[src/rtl/stoch_signed_col_rowseq.sv]
// stoch_signed_col_rowseq
// Snapshots one signed (p/m) stochastic col matrix on a start pulse and then
// streams it to the MAC array one row per ready/valid handshake. The outputs
// are registered, so the wide combinational im2col cone stays isolated from
// a possibly stalling downstream consumer.
//
// Optional build macro: STOCH_ROWSEQ_CANCEL_EN
//   When defined, every output bit pair with p=1 and m=1 is emitted as
//   p=0, m=0 (the value p-m is unchanged, fewer active bits reach the MAC).
//   The snapshot itself is never modified. When undefined, rows are bit-exact.
//
// Note: nRST is an active-high synchronous reset despite its name.

module stoch_signed_col_rowseq #(
  parameter int COL_HEIGHT = 16,
  parameter int COL_WIDTH  = 9,
  parameter int IDX_W      = (COL_HEIGHT > 1) ? $clog2(COL_HEIGHT) : 1
) (
  input  logic                            CLK,
  input  logic                            nRST,
  input  logic                            start,
  input  logic [COL_HEIGHT*COL_WIDTH-1:0] col_p,
  input  logic [COL_HEIGHT*COL_WIDTH-1:0] col_m,
  input  logic                            row_ready,
  output logic                            row_valid,
  output logic [COL_WIDTH-1:0]            row_p,
  output logic [COL_WIDTH-1:0]            row_m,
  output logic [IDX_W-1:0]                row_idx,
  output logic                            row_last,
  output logic                            busy,
  output logic                            done
);

  typedef enum logic [1:0] {
    S_IDLE   = 2'd0,
    S_LOAD   = 2'd1,
    S_STREAM = 2'd2,
    S_DONE   = 2'd3
  } state_t;

  localparam logic [IDX_W-1:0] LAST_IDX = IDX_W'(COL_HEIGHT - 1);

  state_t state_q, state_d;

  // Snapshot of the whole matrix, one entry per col row
  logic [COL_WIDTH-1:0] snap_p_q [COL_HEIGHT];
  logic [COL_WIDTH-1:0] snap_m_q [COL_HEIGHT];

  // Registered output row
  logic                 row_valid_q;
  logic                 row_last_q;
  logic [COL_WIDTH-1:0] row_p_q, row_p_d;
  logic [COL_WIDTH-1:0] row_m_q, row_m_d;
  logic [IDX_W-1:0]     row_idx_q, row_idx_d;

  logic                 capture_en;
  logic                 handshake;
  logic                 at_last;
  logic                 load_row;
  logic                 finish_pass;
  logic [COL_WIDTH-1:0] sel_p, sel_m;

  assign capture_en  = (state_q == S_IDLE) && start;
  assign handshake   = row_valid_q && row_ready;
  assign at_last     = (row_idx_q == LAST_IDX);
  assign finish_pass = (state_q == S_STREAM) && handshake && at_last;
  // Row 0 is loaded in LOAD; subsequent rows on each non-last handshake
  assign load_row    = (state_q == S_LOAD) ||
                       ((state_q == S_STREAM) && handshake && !at_last);

  // FSM state register
  always_ff @(posedge CLK) begin
    if (nRST) begin
      state_q <= S_IDLE;
    end else begin
      state_q <= state_d;
    end
  end

  // FSM next-state logic; start outside IDLE is deliberately ignored
  always_comb begin
    state_d = state_q;
    case (state_q)
      S_IDLE:   if (start) state_d = S_LOAD;
      S_LOAD:   state_d = S_STREAM;
      S_STREAM: if (handshake && at_last) state_d = S_DONE;
      S_DONE:   state_d = S_IDLE;
      default:  state_d = S_IDLE;
    endcase
  end

  // FSM outputs decoded from the current state
  always_comb begin
    busy = 1'b0;
    done = 1'b0;
    case (state_q)
      S_LOAD:   busy = 1'b1;
      S_STREAM: busy = 1'b1;
      S_DONE:   done = 1'b1;
      default: begin
        busy = 1'b0;
        done = 1'b0;
      end
    endcase
  end

  // Snapshot capture: each row sliced out of the row-major flat input
  generate
    for (genvar gi = 0; gi < COL_HEIGHT; gi++) begin : g_snap
      // Hold one snapshot row; only rewritten by a start accepted in IDLE
      always_ff @(posedge CLK) begin
        if (nRST) begin
          snap_p_q[gi] <= '0;
          snap_m_q[gi] <= '0;
        end else if (capture_en) begin
          snap_p_q[gi] <= col_p[gi*COL_WIDTH +: COL_WIDTH];
          snap_m_q[gi] <= col_m[gi*COL_WIDTH +: COL_WIDTH];
        end
      end
    end
  endgenerate

  // Select the row to present next and apply optional p/m cancellation
  always_comb begin
    row_idx_d = '0;
    if ((state_q == S_STREAM) && !at_last) begin
      row_idx_d = row_idx_q + IDX_W'(1);
    end
    sel_p = snap_p_q[row_idx_d];
    sel_m = snap_m_q[row_idx_d];
`ifdef STOCH_ROWSEQ_CANCEL_EN
    row_p_d = sel_p & ~sel_m;
    row_m_d = sel_m & ~sel_p;
`else
    row_p_d = sel_p;
    row_m_d = sel_m;
`endif
  end

  // Output row register: advance on load, drop valid after the last handshake
  always_ff @(posedge CLK) begin
    if (nRST) begin
      row_valid_q <= 1'b0;
      row_last_q  <= 1'b0;
      row_p_q     <= '0;
      row_m_q     <= '0;
      row_idx_q   <= '0;
    end else if (load_row) begin
      row_valid_q <= 1'b1;
      row_last_q  <= (row_idx_d == LAST_IDX);
      row_p_q     <= row_p_d;
      row_m_q     <= row_m_d;
      row_idx_q   <= row_idx_d;
    end else if (finish_pass) begin
      row_valid_q <= 1'b0;
      row_last_q  <= 1'b0;
    end
  end

  assign row_valid = row_valid_q;
  assign row_last  = row_last_q;
  assign row_p     = row_p_q;
  assign row_m     = row_m_q;
  assign row_idx   = row_idx_q;

endmodule

[config.mk]
export PLATFORM = sky130hd
export DESIGN_NAME = stoch_signed_col_rowseq
export DESIGN_NICKNAME = d
export VERILOG_FILES = /design/src/rtl/stoch_signed_col_rowseq.sv
export SDC_FILE = /design/constraint.sdc
export NUM_CORES = 1
export LEC_CHECK = 0
export CORE_MARGIN = 10
export CORE_UTILIZATION = 51
export DETAILED_ROUTE_END_ITERATION = 8
export PLACE_DENSITY = 0.8
export SLEW_MARGIN = 20
export SYNTH_ARGS = -nofsm -noshare
export SYNTH_HDL_FRONTEND = slang
export SYNTH_SLANG_ARGS = --single-unit
[constraint.sdc]
create_clock -name CLK -period 11.7 [get_ports CLK]
set_input_delay 1.755 -clock CLK [delete_from_list [all_inputs] [get_ports CLK]]
set_output_delay 1.755 -clock CLK [all_outputs]
set_load 0.005 [all_outputs]
# == After elaboration in Yosys (flattened, before gate mapping) ==
# Memory sizes are Yosys's and may differ from the RTL's. A register that Yosys moved wholly into a read port is not among the register bits.
# Index checks and enable logic that the tools add are counted.
# classes
mux,46
add_sub_neg,1
bitwise_logic,32
eq_ne,7
n_reduce_logical,13
# ops
cell,count
$mux W9,32
$or A1 B1 Y1,32
$mux W1,10
$eq A4 B4 Y1 const B,2
$pmux W2 S4,1
$logic_and A1 B1 Y1,7
$add A4 B1 Y4 const B,1
$eq A2 B2 Y1 const B,2
$mux W2,2
$mux W4,1
$ne A2 B2 Y1 const B,2
$eq A2 B1 Y1 const B,1
$logic_not A2 Y1,1
$reduce_and A2 Y1,1
$reduce_bool A2 Y1,1
$reduce_or A2 Y1,1
$logic_not A1 Y1,1
$logic_or A1 B1 Y1,1
# totals
ram_bits,288
wordCells,105
regBits,8
out_inout_bits,26
memories,2
in_bits,292
# mem_list
memory,words,word_bits,rd,rd_ports_with_merged_regs,wr,line_no,text
snap_m_q,16,9,1,1,16,47,logic [COL_WIDTH-1:0] snap_m_q [COL_HEIGHT];
snap_p_q,16,9,1,1,16,46,logic [COL_WIDTH-1:0] snap_p_q [COL_HEIGHT];

# == Longest topological paths before layout ==
# depth
word_depth,6
ltp_mapped,10
depth_no_buf,7

# == Worst setup path after synthesis ==
# Ideal clock, no wire load.
# synth_path
path_kind,input to register
from,in nRST
to,mem snap_m_q[0][0] (enable)
path_stages,3
setup_slack_ns,2.825
path_buffers,1
arrival_time_ns,8.212
setup_time_ns,0.663
t_required_ns,11.037
path_cell_list,clkbuf_1 -> inv_1 -> nand2_1
# synth_lines
item,line_no,text
start: declaration,20,"input logic nRST,"
end: declaration,47,

==> metrics <==
synthesized area 14820 um^2; largest area contributor in the netlist edfxtp_1; Seq/Total Area, Yosys 61.85%; max cap viols 0; Initial Util 51.65%; CTS max path bufs 3; Slew HR 27.82%; Root Buffer clkbuf_16; Setup Crit Path Kind in2reg; later-pin clock latency in the skew report 0.51 ns; routability cong. 0.9641; TritonCTS clock tree built; total core area 28700 um^2; Pleak 6.892 nW; Post-DP Area 18190 um^2; vias in the first global route 11170; Yosys warning total 0; Cell variety after synth 50; Die ar. 36290 um^2; Worst EP arrival 4.91 ns; area grow syn2layout 29.77%; Port Buffer Count 317; worst r2r dst row_m[0]; Power Total 3.277 mW; synthesized area per cell 12.32 um^2; via count of the routed design 11200; number of CTS-inserted buffers 34; Hold Path Stages 2; Fmax 208.2 MHz; DRC errors left 0; Syn Nets 1501; asr flop ratio synth 0%; largest net degree at the start of global routing 127; r2r setup slk 7.70 ns; run status complete, no violations; worst hold endpoint row_m[6]; chip height 190.5 um; total gr overflow 0; Clock Skew 0.02080 ns; htree depth 2; Hold Crit Start row_m[6]; FP Rows 62; Max Slew Vio Count 0; initial antenna violation count 6; Nets 1768; # Post-CTS Setup Buffers 0; Peak supply drop 96.73 uV; layout cell share with drive strength beyond 1 7.090%; Post-CTS Hold Fix Bufs 0; setup ws final 6.896 ns; EDFF count, synth 288; reg2reg start state_q[0]; Slew @ Worst Pin 1.083 ns; power density cells 170.3 nW/um^2; Tcrit/Tclk final 41.06%; Setup crit start kind primary input; post-layout min period 4.804 ns; # resized after CTS 0; Hold Vio Cnt, Final 0; Final ANT Viol Nets 0; cells after synthesis 1203; Final setup viols 0; dpl ws 6.385 ns; finished layout cell area 19240 um^2; Critical Path Fanout Max 88; first-pass GRT wire length 68060 um; # IOs 318; final setup TNS 0 ns; First DRT Iteration DRCs 1450; Post-Route WL 46700 um; total iterations of the first detailed-routing run 6; #FFs+latches synth 314; FF-to-FF path depth 10; Synth area leaders edfxtp_1, and2_1, dfxtp_1; worst min path class reg2reg; clock tree sinks 314; Clock transition at path regs 0.06 ns; main flop type after synthesis edfxtp_1; Worst Path Required 11.81 ns; routed len/inst 24.77 um; RSZ-0062 raised after global routing false; Die X 190.5 um; Critical Path Sink Type register; dpl hpwl 32320 um; Total GRT Usage 24.53%; Synth top area share 58.34%; post-layout util 67.02%; Via-to-Cell Ratio 5.941; CP startpoint nRST
==> worst max path at each step <==
stage / depth (start not counted) / end / slack [ns]
after floorplan: 3 / snap_m_q[0][0] / 2.83
after global placement: 6 / snap_p_q[2][3] / 6.47
after detailed placement: 6 / snap_p_q[2][3] / 6.39
after CTS: 6 / snap_m_q[3][5] / 6.92
after global routing: 6 / snap_m_q[3][5] / 6.70
final: 6 / snap_m_q[3][5] / 6.90
==> cell usage in the layout (no fill, tap or decap), types with 2 or more instances in the layout <==
master / synthesis / routed
a21oi_1: 8 / 7
mux2_2: 17 / 17
clkinv_1: 0 / 5
clkdlybuf4s50_1: 0 / 317
dfxtp_1: 26 / 25
and2_1: 291 / 291
and3_1: 20 / 19
a221oi_1: 18 / 18
a221o_1: 18 / 18
a2111oi_1: 10 / 10
ha_2: 0 / 2
a211oi_1: 17 / 17
nand2b_1: 2 / 2
o221a_1: 2 / 2
nor2_4: 1 / 2
nand3_1: 35 / 34
buf_4: 7 / 18
o211ai_1: 19 / 19
nor2_1: 47 / 45
nor3_1: 23 / 23
mux2i_1: 5 / 5
a2111oi_0: 7 / 7
a31oi_1: 19 / 19
nor2b_1: 34 / 34
inv_1: 8 / 8
o32a_1: 17 / 17
o2111ai_1: 18 / 18
nand4_1: 16 / 16
clkbuf_16: 0 / 35
edfxtp_1: 288 / 288
nand2_1: 40 / 38
clkbuf_1: 68 / 5
o221ai_1: 17 / 17
a21o_1: 2 / 2
o21ai_0: 36 / 36
clkinv_2: 0 / 13
ha_1: 6 / 4
a211o_1: 17 / 17
diode_2: 0 / 6
==> Yosys cell counts (8+ instances only) <==
| master | count |
|---|---|
| a2111oi_1 | 10 |
| a211o_1 | 17 |
| a211oi_1 | 17 |
| a21oi_1 | 8 |
| a221o_1 | 18 |
| a221oi_1 | 18 |
| a31oi_1 | 19 |
| and2_1 | 291 |
| and3_1 | 20 |
| buf_2 | 24 |
| clkbuf_1 | 68 |
| dfxtp_1 | 26 |
| edfxtp_1 | 288 |
| inv_1 | 8 |
| mux2_2 | 17 |
| nand2_1 | 40 |
| nand3_1 | 35 |
| nand4_1 | 16 |
| nor2_1 | 47 |
| nor2b_1 | 34 |
| nor3_1 | 23 |
| o2111ai_1 | 18 |
| o211ai_1 | 19 |
| o21ai_0 | 36 |
| o221ai_1 | 17 |
| o32a_1 | 17 |
==> cell families after synthesis <==
family,share of synthesized area (%)
mux,1.629
simple gates,20.00
compound gates,12.45
flops,61.85
xor+xnor,0.2195
fa+ha+maj,0.5064
buf+inv,3.342
==> where the power goes <==
part | leakage [nW] | switching, mW | internal [mW]
registers | 3.31 | 0.0793 | 1.51
clock network | 0.515 | 0.437 | 0.570
logic | 3.07 | 0.394 | 0.286
==> per-stage QoR <==
step	hold WS [ns]	std cells
after detailed placement	0.4623	1818
after global routing	0.4975	1885
after global placement	0.4510	1818
after CTS	0.4764	1879
final	0.4697	1885
after floorplan	0.4671	1203
==> critical path, stage by stage <==
cell             delay (ns)
clkdlybuf4s50_1        0.46
buf_4                  0.30
inv_1                  0.16
nand2_4                0.38
buf_4                  0.81
buf_4                  0.97
==> final cells by class <==
class / count / area (um^2)
diodes: 6 / 15.01
clock inverters: 21 / 130.1
repair buffers: 336 / 3319
well taps: 384 / 480.5
inverters: 8 / 30.03
clock buffers: 40 / 894.6
flip-flops and latches: 314 / 9173
fillers: 2111 / 9465
multi-input cells: 776 / 5195
==> flip-flops by register name (all words and copies together) (netlist names) <==
register	flops
state_q	2
snap_p_q	144
row_m	9
row_last	1
row_p	9
row_idx	4
snap_m_q	144
row_valid	1
==> metal layers <==
layer | routed length [um] | up-vias | GRT usage [%]
li1 | - | 5047 | -
met1 | 18030 | 5425 | 31.41
met2 | 22630 | 648 | 39.64
met3 | 4813 | 77 | 6.876
met4 | 1208 | 2 | 7.723
met5 | 13 | - | 0
Note: power is estimated with default switching activity, not from simulation.
